## src/rtl/iob_uart_core.sv

```systemverilog
// 8N1 UART core: independent transmit and receive engines sharing one clock,
// with a programmable bit period and a valid/ready style read port for RX data.
module iob_uart_core (
    input  logic        clk_i,
    input  logic        cke_i,
    input  logic        arst_i,
    input  logic        softreset_i,
    input  logic [15:0] div_i,
    input  logic [7:0]  txdata_wdata_i,
    input  logic        txdata_wen_i,
    output logic        txdata_ready_o,
    input  logic        txen_i,
    input  logic        rxen_i,
    output logic        txready_o,
    output logic        rxready_o,
    output logic [7:0]  rxdata_rdata_o,
    input  logic        rxdata_ren_i,
    output logic        rxdata_rvalid_o,
    input  logic        rxdata_rready_i,
    output logic        rxdata_ready_o,
    output logic        txd_o,
    input  logic        rxd_i
);

    typedef enum logic [1:0] {
        ST_IDLE  = 2'd0,
        ST_START = 2'd1,
        ST_DATA  = 2'd2,
        ST_STOP  = 2'd3
    } uart_state_e;

    function automatic logic [15:0] bit_period(input logic [15:0] div);
        bit_period = (div == 16'd0) ? 16'd1 : div;
    endfunction

    uart_state_e tx_state_q, tx_state_d;
    logic [15:0] tx_cnt_q, tx_cnt_d;
    logic [15:0] tx_per_q, tx_per_d;
    logic [2:0]  tx_bit_q, tx_bit_d;
    logic [7:0]  tx_shift_q, tx_shift_d;
    logic        txd_q, txd_d;
    logic        tx_last_cnt_s;
    logic        tx_busy_s;

    uart_state_e rx_state_q, rx_state_d;
    logic [15:0] rx_cnt_q, rx_cnt_d;
    logic [15:0] rx_per_q, rx_per_d;
    logic [2:0]  rx_bit_q, rx_bit_d;
    logic [7:0]  rx_shift_q, rx_shift_d;
    logic [7:0]  rx_byte_q, rx_byte_d;
    logic [7:0]  rdata_q, rdata_d;
    logic        rx_sync1_q, rx_sync1_d;
    logic        rx_sync2_q, rx_sync2_d;
    logic        rx_last_q, rx_last_d;
    logic        rxready_q, rxready_d;
    logic        rvalid_q, rvalid_d;
    logic        rx_done_s;
    logic        rx_last_cnt_s;
    logic [15:0] rx_half_s;

    assign tx_last_cnt_s = (tx_cnt_q == (tx_per_q - 16'd1));
    assign tx_busy_s     = (tx_state_q != ST_IDLE);
    assign rx_last_cnt_s = (rx_cnt_q == (rx_per_q - 16'd1));
    assign rx_half_s     = {1'b0, rx_per_q[15:1]};

    assign txready_o       = txen_i & ~tx_busy_s & ~softreset_i & ~arst_i;
    assign txdata_ready_o  = 1'b1;
    assign rxdata_ready_o  = 1'b1;
    assign txd_o           = txd_q;
    assign rxready_o       = rxready_q;
    assign rxdata_rdata_o  = rdata_q;
    assign rxdata_rvalid_o = rvalid_q;

    // Transmit engine next-state: a write is only accepted in IDLE while enabled.
    always_comb begin
        tx_state_d = tx_state_q;
        tx_cnt_d   = tx_cnt_q;
        tx_per_d   = tx_per_q;
        tx_bit_d   = tx_bit_q;
        tx_shift_d = tx_shift_q;
        txd_d      = txd_q;
        if (softreset_i) begin
            tx_state_d = ST_IDLE;
            tx_cnt_d   = 16'd0;
            tx_per_d   = 16'd1;
            tx_bit_d   = 3'd0;
            tx_shift_d = 8'd0;
            txd_d      = 1'b1;
        end else begin
            case (tx_state_q)
                ST_IDLE: begin
                    txd_d = 1'b1;
                    if (txdata_wen_i && txen_i) begin
                        tx_state_d = ST_START;
                        tx_shift_d = txdata_wdata_i;
                        tx_per_d   = bit_period(div_i);
                        tx_cnt_d   = 16'd0;
                        tx_bit_d   = 3'd0;
                        txd_d      = 1'b0;
                    end else begin
                        tx_cnt_d = 16'd0;
                    end
                end
                ST_START: begin
                    if (tx_last_cnt_s) begin
                        tx_state_d = ST_DATA;
                        tx_cnt_d   = 16'd0;
                        txd_d      = tx_shift_q[0];
                    end else begin
                        tx_cnt_d = tx_cnt_q + 16'd1;
                    end
                end
                ST_DATA: begin
                    if (tx_last_cnt_s) begin
                        tx_cnt_d = 16'd0;
                        if (tx_bit_q == 3'd7) begin
                            tx_state_d = ST_STOP;
                            txd_d      = 1'b1;
                        end else begin
                            tx_bit_d   = tx_bit_q + 3'd1;
                            tx_shift_d = {1'b0, tx_shift_q[7:1]};
                            txd_d      = tx_shift_q[1];
                        end
                    end else begin
                        tx_cnt_d = tx_cnt_q + 16'd1;
                    end
                end
                ST_STOP: begin
                    if (tx_last_cnt_s) begin
                        tx_state_d = ST_IDLE;
                        tx_cnt_d   = 16'd0;
                    end else begin
                        tx_cnt_d = tx_cnt_q + 16'd1;
                    end
                end
                default: begin
                    tx_state_d = ST_IDLE;
                    txd_d      = 1'b1;
                end
            endcase
        end
    end

    // Receive engine next-state; START is entered with the edge cycle already counted.
    always_comb begin
        rx_state_d = rx_state_q;
        rx_cnt_d   = rx_cnt_q;
        rx_per_d   = rx_per_q;
        rx_bit_d   = rx_bit_q;
        rx_shift_d = rx_shift_q;
        rx_sync1_d = rxd_i;
        rx_sync2_d = rx_sync1_q;
        rx_last_d  = rx_sync2_q;
        rx_done_s  = 1'b0;
        if (softreset_i) begin
            rx_state_d = ST_IDLE;
            rx_cnt_d   = 16'd0;
            rx_per_d   = 16'd1;
            rx_bit_d   = 3'd0;
            rx_shift_d = 8'd0;
            rx_sync1_d = 1'b1;
            rx_sync2_d = 1'b1;
            rx_last_d  = 1'b1;
        end else begin
            case (rx_state_q)
                ST_IDLE: begin
                    if (rxen_i && rx_last_q && !rx_sync2_q) begin
                        rx_state_d = ST_START;
                        rx_per_d   = bit_period(div_i);
                        rx_cnt_d   = 16'd1;
                        rx_bit_d   = 3'd0;
                    end else begin
                        rx_cnt_d = 16'd0;
                    end
                end
                ST_START: begin
                    if (rx_cnt_q >= rx_half_s) begin
                        rx_cnt_d = 16'd0;
                        if (rx_sync2_q) begin
                            rx_state_d = ST_IDLE;
                        end else begin
                            rx_state_d = ST_DATA;
                        end
                    end else begin
                        rx_cnt_d = rx_cnt_q + 16'd1;
                    end
                end
                ST_DATA: begin
                    if (rx_last_cnt_s) begin
                        rx_cnt_d   = 16'd0;
                        rx_shift_d = {rx_sync2_q, rx_shift_q[7:1]};
                        if (rx_bit_q == 3'd7) begin
                            rx_state_d = ST_STOP;
                        end else begin
                            rx_bit_d = rx_bit_q + 3'd1;
                        end
                    end else begin
                        rx_cnt_d = rx_cnt_q + 16'd1;
                    end
                end
                ST_STOP: begin
                    if (rx_last_cnt_s) begin
                        rx_state_d = ST_IDLE;
                        rx_cnt_d   = 16'd0;
                        rx_done_s  = rx_sync2_q;
                    end else begin
                        rx_cnt_d = rx_cnt_q + 16'd1;
                    end
                end
                default: begin
                    rx_state_d = ST_IDLE;
                end
            endcase
        end
    end

    // Read port: presented data is frozen from the read strobe until the handshake ends.
    always_comb begin
        rx_byte_d = rx_byte_q;
        rxready_d = rxready_q;
        rvalid_d  = rvalid_q;
        rdata_d   = rdata_q;
        if (softreset_i) begin
            rx_byte_d = 8'd0;
            rxready_d = 1'b0;
            rvalid_d  = 1'b0;
            rdata_d   = 8'd0;
        end else begin
            if (rx_done_s) begin
                rx_byte_d = rx_shift_q;
                rxready_d = 1'b1;
            end else if (rxdata_ren_i) begin
                rxready_d = 1'b0;
            end else begin
                rxready_d = rxready_q;
            end
            if (rxdata_ren_i) begin
                rvalid_d = 1'b1;
            end else if (rvalid_q && rxdata_rready_i) begin
                rvalid_d = 1'b0;
            end else begin
                rvalid_d = rvalid_q;
            end
            if (rvalid_q || rxdata_ren_i) begin
                rdata_d = rdata_q;
            end else if (rx_done_s) begin
                rdata_d = rx_shift_q;
            end else begin
                rdata_d = rx_byte_q;
            end
        end
    end

    // State registers for both engines, frozen while the clock enable is low.
    always_ff @(posedge clk_i or posedge arst_i) begin
        if (arst_i) begin
            tx_state_q <= ST_IDLE;
            tx_cnt_q   <= 16'd0;
            tx_per_q   <= 16'd1;
            tx_bit_q   <= 3'd0;
            tx_shift_q <= 8'd0;
            txd_q      <= 1'b1;
            rx_state_q <= ST_IDLE;
            rx_cnt_q   <= 16'd0;
            rx_per_q   <= 16'd1;
            rx_bit_q   <= 3'd0;
            rx_shift_q <= 8'd0;
            rx_byte_q  <= 8'd0;
            rdata_q    <= 8'd0;
            rx_sync1_q <= 1'b1;
            rx_sync2_q <= 1'b1;
            rx_last_q  <= 1'b1;
            rxready_q  <= 1'b0;
            rvalid_q   <= 1'b0;
        end else if (cke_i) begin
            tx_state_q <= tx_state_d;
            tx_cnt_q   <= tx_cnt_d;
            tx_per_q   <= tx_per_d;
            tx_bit_q   <= tx_bit_d;
            tx_shift_q <= tx_shift_d;
            txd_q      <= txd_d;
            rx_state_q <= rx_state_d;
            rx_cnt_q   <= rx_cnt_d;
            rx_per_q   <= rx_per_d;
            rx_bit_q   <= rx_bit_d;
            rx_shift_q <= rx_shift_d;
            rx_byte_q  <= rx_byte_d;
            rdata_q    <= rdata_d;
            rx_sync1_q <= rx_sync1_d;
            rx_sync2_q <= rx_sync2_d;
            rx_last_q  <= rx_last_d;
            rxready_q  <= rxready_d;
            rvalid_q   <= rvalid_d;
        end
    end

endmodule

```

## config.mk

```make
export PLATFORM = sky130hd
export DESIGN_NAME = iob_uart_core
export DESIGN_NICKNAME = d
export VERILOG_FILES = /design/src/rtl/iob_uart_core.sv
export SDC_FILE = /design/constraint.sdc
export NUM_CORES = 1
export LEC_CHECK = 0
export ABC_AREA = 0
export CORE_ASPECT_RATIO = 0.7
export CORE_MARGIN = 2
export CORE_UTILIZATION = 40
export DETAILED_ROUTE_END_ITERATION = 10
export DONT_BUFFER_PORTS = 1
export SLEW_MARGIN = 20
export SYNTH_ARGS = -nofsm -noshare
export SYNTH_HDL_FRONTEND = slang
export SYNTH_SLANG_ARGS = --single-unit
```

## constraint.sdc

```tcl
create_clock -name clk_i -period 11.8 [get_ports clk_i]
set_input_delay 3.54 -clock clk_i [delete_from_list [all_inputs] [get_ports clk_i]]
set_output_delay 3.54 -clock clk_i [all_outputs]
set_load 0.01 [all_outputs]
```

Word-level counts from Yosys, hierarchy flattened
Index checks and enable logic that the tools add are counted.
{ "word_totals": {"in_bits": 34, "register_bits": 112, "wordCells": 158} }
{ "op_classes": {"order_cmp": 1, "reduce_logical": 34, "add_sub_neg": 6, "bitwise_logic": 6, "eq_ne": 23, "n_mux": 70} }
{ "op_table": {"columns": ["cell", "count"], "rows": [
  ["$mux 16", 12],
  ["$mux 8", 11],
  ["$pmux 16 s3", 1],
  ["$ne 3x3->1 const B", 12],
  ["$add 16x1->16 const B", 2],
  ["$eq 16x16->1", 2],
  ["$pmux 16 s2", 1],
  ["$sub 16x1->16 const B", 2],
  ["$mux 2", 13],
  ["$mux 3", 8],
  ["$mux 1", 18],
  ["$ge 16x15->1", 1],
  ["$logic_not 16->1", 1],
  ["$pmux 2 s4", 2],
  ["$pmux 8 s2", 1],
  ["$reduce_bool 2->1", 7],
  ["$pmux 3 s2", 2],
  ["$reduce_and 6->1", 2],
  ["$reduce_bool 3->1", 4],
  ["$reduce_and 5->1", 2],
  ["$reduce_and 3->1", 3],
  ["$eq 2x2->1 const B", 4],
  ["$add 3x1->3 const B", 2],
  ["$eq 3x3->1 const B", 2],
  ["14 further kinds", 25]
]} }

Depth between registers and ports, before layout
{ "depth": {"depth_word": 8, "mapped_depth": 13} }

Least setup slack after synthesis
OpenSTA, ideal clock, no wires.
{ "synth_timing": {"path_type": "input -> output", "from": "in arst_i", "to": "out txready_o", "arrival_time_ns": 6.333, "n_path_buf": 0, "slack_ns": 1.927, "cell_stages": 2, "cell_sequence": "inv_1 -> and3_1"} }
{ "synth_between": {"elab_chain_cells": 2} }
{ "synth_rtl": {"columns": ["element", "line_no", "rtl"], "rows": [
  ["start: declaration", "6", "input logic arst_i,"],
  ["$not 1->1", "66", "assign txready_o = txen_i & ~tx_busy_s & ~softreset_i & ~arst_i;"],
  ["$and 1x1->1", "66", null],
  ["end: declaration", "14", "output logic txready_o,"]
]} }
No other way between the ends.

Worst setup path after layout
Ends and elaborated chain as after synthesis.

==> reports/results.ini <==
[run_status]
status=completed

[worst_setup_path]
cp_max_fo=36
cp.arrival_ns=4.14
critPathLaunchType=input port
cp_top_family=buffers and inverters
startpoint=arst_i
critPathMaxStageDelay_ns=0.31
critical_path_class=in2out
endpoint_kind=primary output
crit_slowest_cell=inv_4
path_buf_inv=1
crit_chain=inv_4 > and3_1
worstPathRequired_ns=8.26
reg2reg_from=rx_per_q[1]

[clock_tree]
hold_buffers=0
cts_buffers=9
clock-sinks=112
cts.path.max_buffers=2
worst_skew_pair.late_latency_ns=0.37
ctsResizeCount=0
clkTransAtPathRegs_ns=0.08
cts_tree=done
postCtsSetupBuffers=0
root_buffer=clkbuf_16
htreeDepth=3

[floorplan]
fp.dieW_um=161
pin_count=48
die_area_um2=18300
core-area_um2=17000
initial_core_util_pct=40.5
rows=40
fp.dieH_um=114

[sta]
fin_crit_sh_pct=65.1
hold_violations=0
rsz0062_at_grt=false
worstMarginPinSlew_ns=1.06
slew_violations=0
fmax_ghz=0.130
tns_ns=0
setup_violations=0
skew_ns=0.0205
slew-limit-headroom_pct=28.5
finalCriticalPeriod_ns=7.68

[drt]
post-route-drc-count=0
ant_nets=0
route.met2.wl_um=7260
vias=5755
wl_met3_um=1640
detail_route.iter0.violations=674
dr.pass1.iters=5
top_layer=met4
met1Wirelength_um=8810
vias_per_cell=5.98
wire_per_inst_um=18.7
routed_wl_um=18000

[global_routing]
antenna_found_initial=0
track_usage_pct=20.3
grt_pass1_wl_um=29600
overflow=0
grt_max_degree=79
grt_pass1_vias=5541

[logic_synthesis]
synth_commonest_cells=dfrtp_1 (106), nand2_1 (92), o21ai_0 (62)
synth_top_area_share_pct=38.6
ys_seq_area_share_pct=40.9
synth_area_um2=6870
synth_most_common_cell=dfrtp_1
ys_ff_latch=112
synthArstFlopShare_pct=100
synth_edf_count=0
ys_types=74
avgSynthCellArea_um2=9.16
synth_warnings=0
synthTopCellsByArea=dfrtp_1 (39%), nand2_1 (5.0%), ha_1 (4.9%)
synthCells=750
ys.flop_type=dfrtp_1
synth_largest_area_cell=dfrtp_1

[pwr]
p_per_area_nw_per_um2=142
ir_drop_uv=81.7
p_leak_uw=0.00318

[final_layout]
final_cells=963
final-seq-area_um2=2810
layout-drive-gt1-share_pct=6.28
n_antenna_cell=0
nFillCells=1646
syn_to_final_growth_pct=7.41
multi_input_area_um2=3770
nets=788

[min_path]
hold_start=rx_last_q
hold_path.class=reg2reg

[placed_design]
globalplace.congestion=0.882
dp.cells=946
port_buffers=0
hpwl_um=13200

[job]
drv_cap=0

==> layout by cell type, fill, tap and decap left out, types with 4 or more instances in the layout <==
cell type,synthesis,routed
nand4_1,14,14
a211oi_1,4,4
o21ai_1,4,4
xnor2_1,25,25
xor2_1,30,30
clkbuf_16,0,9
buf_4,2,4
nand2_1,92,92
a21oi_1,32,32
o22ai_1,6,6
dfstp_2,6,6
nor2_1,22,22
nor3b_1,6,6
or4_1,6,6
ha_1,27,27
nor2b_1,8,8
o21ai_0,62,62
nand2b_1,7,7
a21o_1,16,16
nor4_1,18,17
dfrtp_1,106,106
inv_1,32,31
o211ai_1,4,4
o2bb2ai_1,12,12
nand3_1,31,31
and3_1,13,13
nor3_1,15,15
a22o_1,17,17
mux2i_1,15,15
and2_1,8,8
a221o_1,9,9
==> final cells by class <==
class,instances,share of cell area [%]
clock inverter,7,1.31
clock buffer,9,3.05
multi-input combinational,566,51.2
timing repair buffer,5,0.780
sequential,112,38.1
tap,231,3.92
inverter,33,1.71
==> path summary, 6_finish.rpt <==
kind	slack, ns	to	cells after the start
setup / recovery	4.12	txready_o	2
hold / removal	0.50	rx_last_q	2
setup reg to reg	8.11	rx_byte_q[0]	11
hold reg to reg	0.50	rx_last_q	2
max in group asynchronous	7.63	tx_per_q[0]	3
min in group asynchronous	3.05	tx_shift_q[7]	1
==> state kept, by name, indices dropped and copies added, names as in the netlist, 2 cells and up <==
signal / cells
rx_bit_q: 3
tx_shift_q: 8
rx_per_q: 16
rx_state_q: 2
tx_bit_q: 3
rx_byte_q: 8
rx_shift_q: 8
tx_cnt_q: 16
tx_state_q: 2
rx_cnt_q: 16
tx_per_q: 16
rxdata_rdata_o: 8
==> cells by family (layout without fill, tap and decap cells) <==
group | count (synthesis) | after routing | synth area share [%]
simple gates | 259 | 259 | 19.7
compound gates | 207 | 207 | 20.8
flops | 112 | 112 | 40.9
buf+inv | 73 | 54 | 4.30
xor+xnor | 55 | 55 | 7.01
fa+ha+maj | 27 | 27 | 4.92
mux | 16 | 16 | 2.35
other cells | 1 | 2 | 0.0546
==> routing by layer <==
metal	track usage, %	vias up
met5	0	-
met3	5.16	24
li1	-	2689
met2	28.8	230
met1	30.6	2812
met4	5.71	0
==> power breakdown <==
| group | leakage [uW] | internal (uW) | switching (uW) |
|---|---|---|---|
| sequential | 0.00151 | 419 | 48.9 |
| clock | 0.000156 | 157 | 174 |
| combinational | 0.00152 | 99.7 | 146 |
==> metrics by stage <==
step / util, % / worst slack [ns] / hold slack (ns) / total power (uW) / instance area [um2]
CTS: 43.3 / 4.07 / 0.496 / 1050 / 7350
finish: 43.5 / 4.12 / 0.500 / 1040 / 7380
detailed placement: 41.4 / 4.07 / 0.480 / 714 / 7030
floorplan: - / 1.93 / 0.455 / 657 / 6870
global placement: 41.4 / 4.08 / 0.477 / 701 / 7030
global route: 43.5 / 4.02 / 0.527 / 1100 / 7380
(Power assumes the default switching activity.)
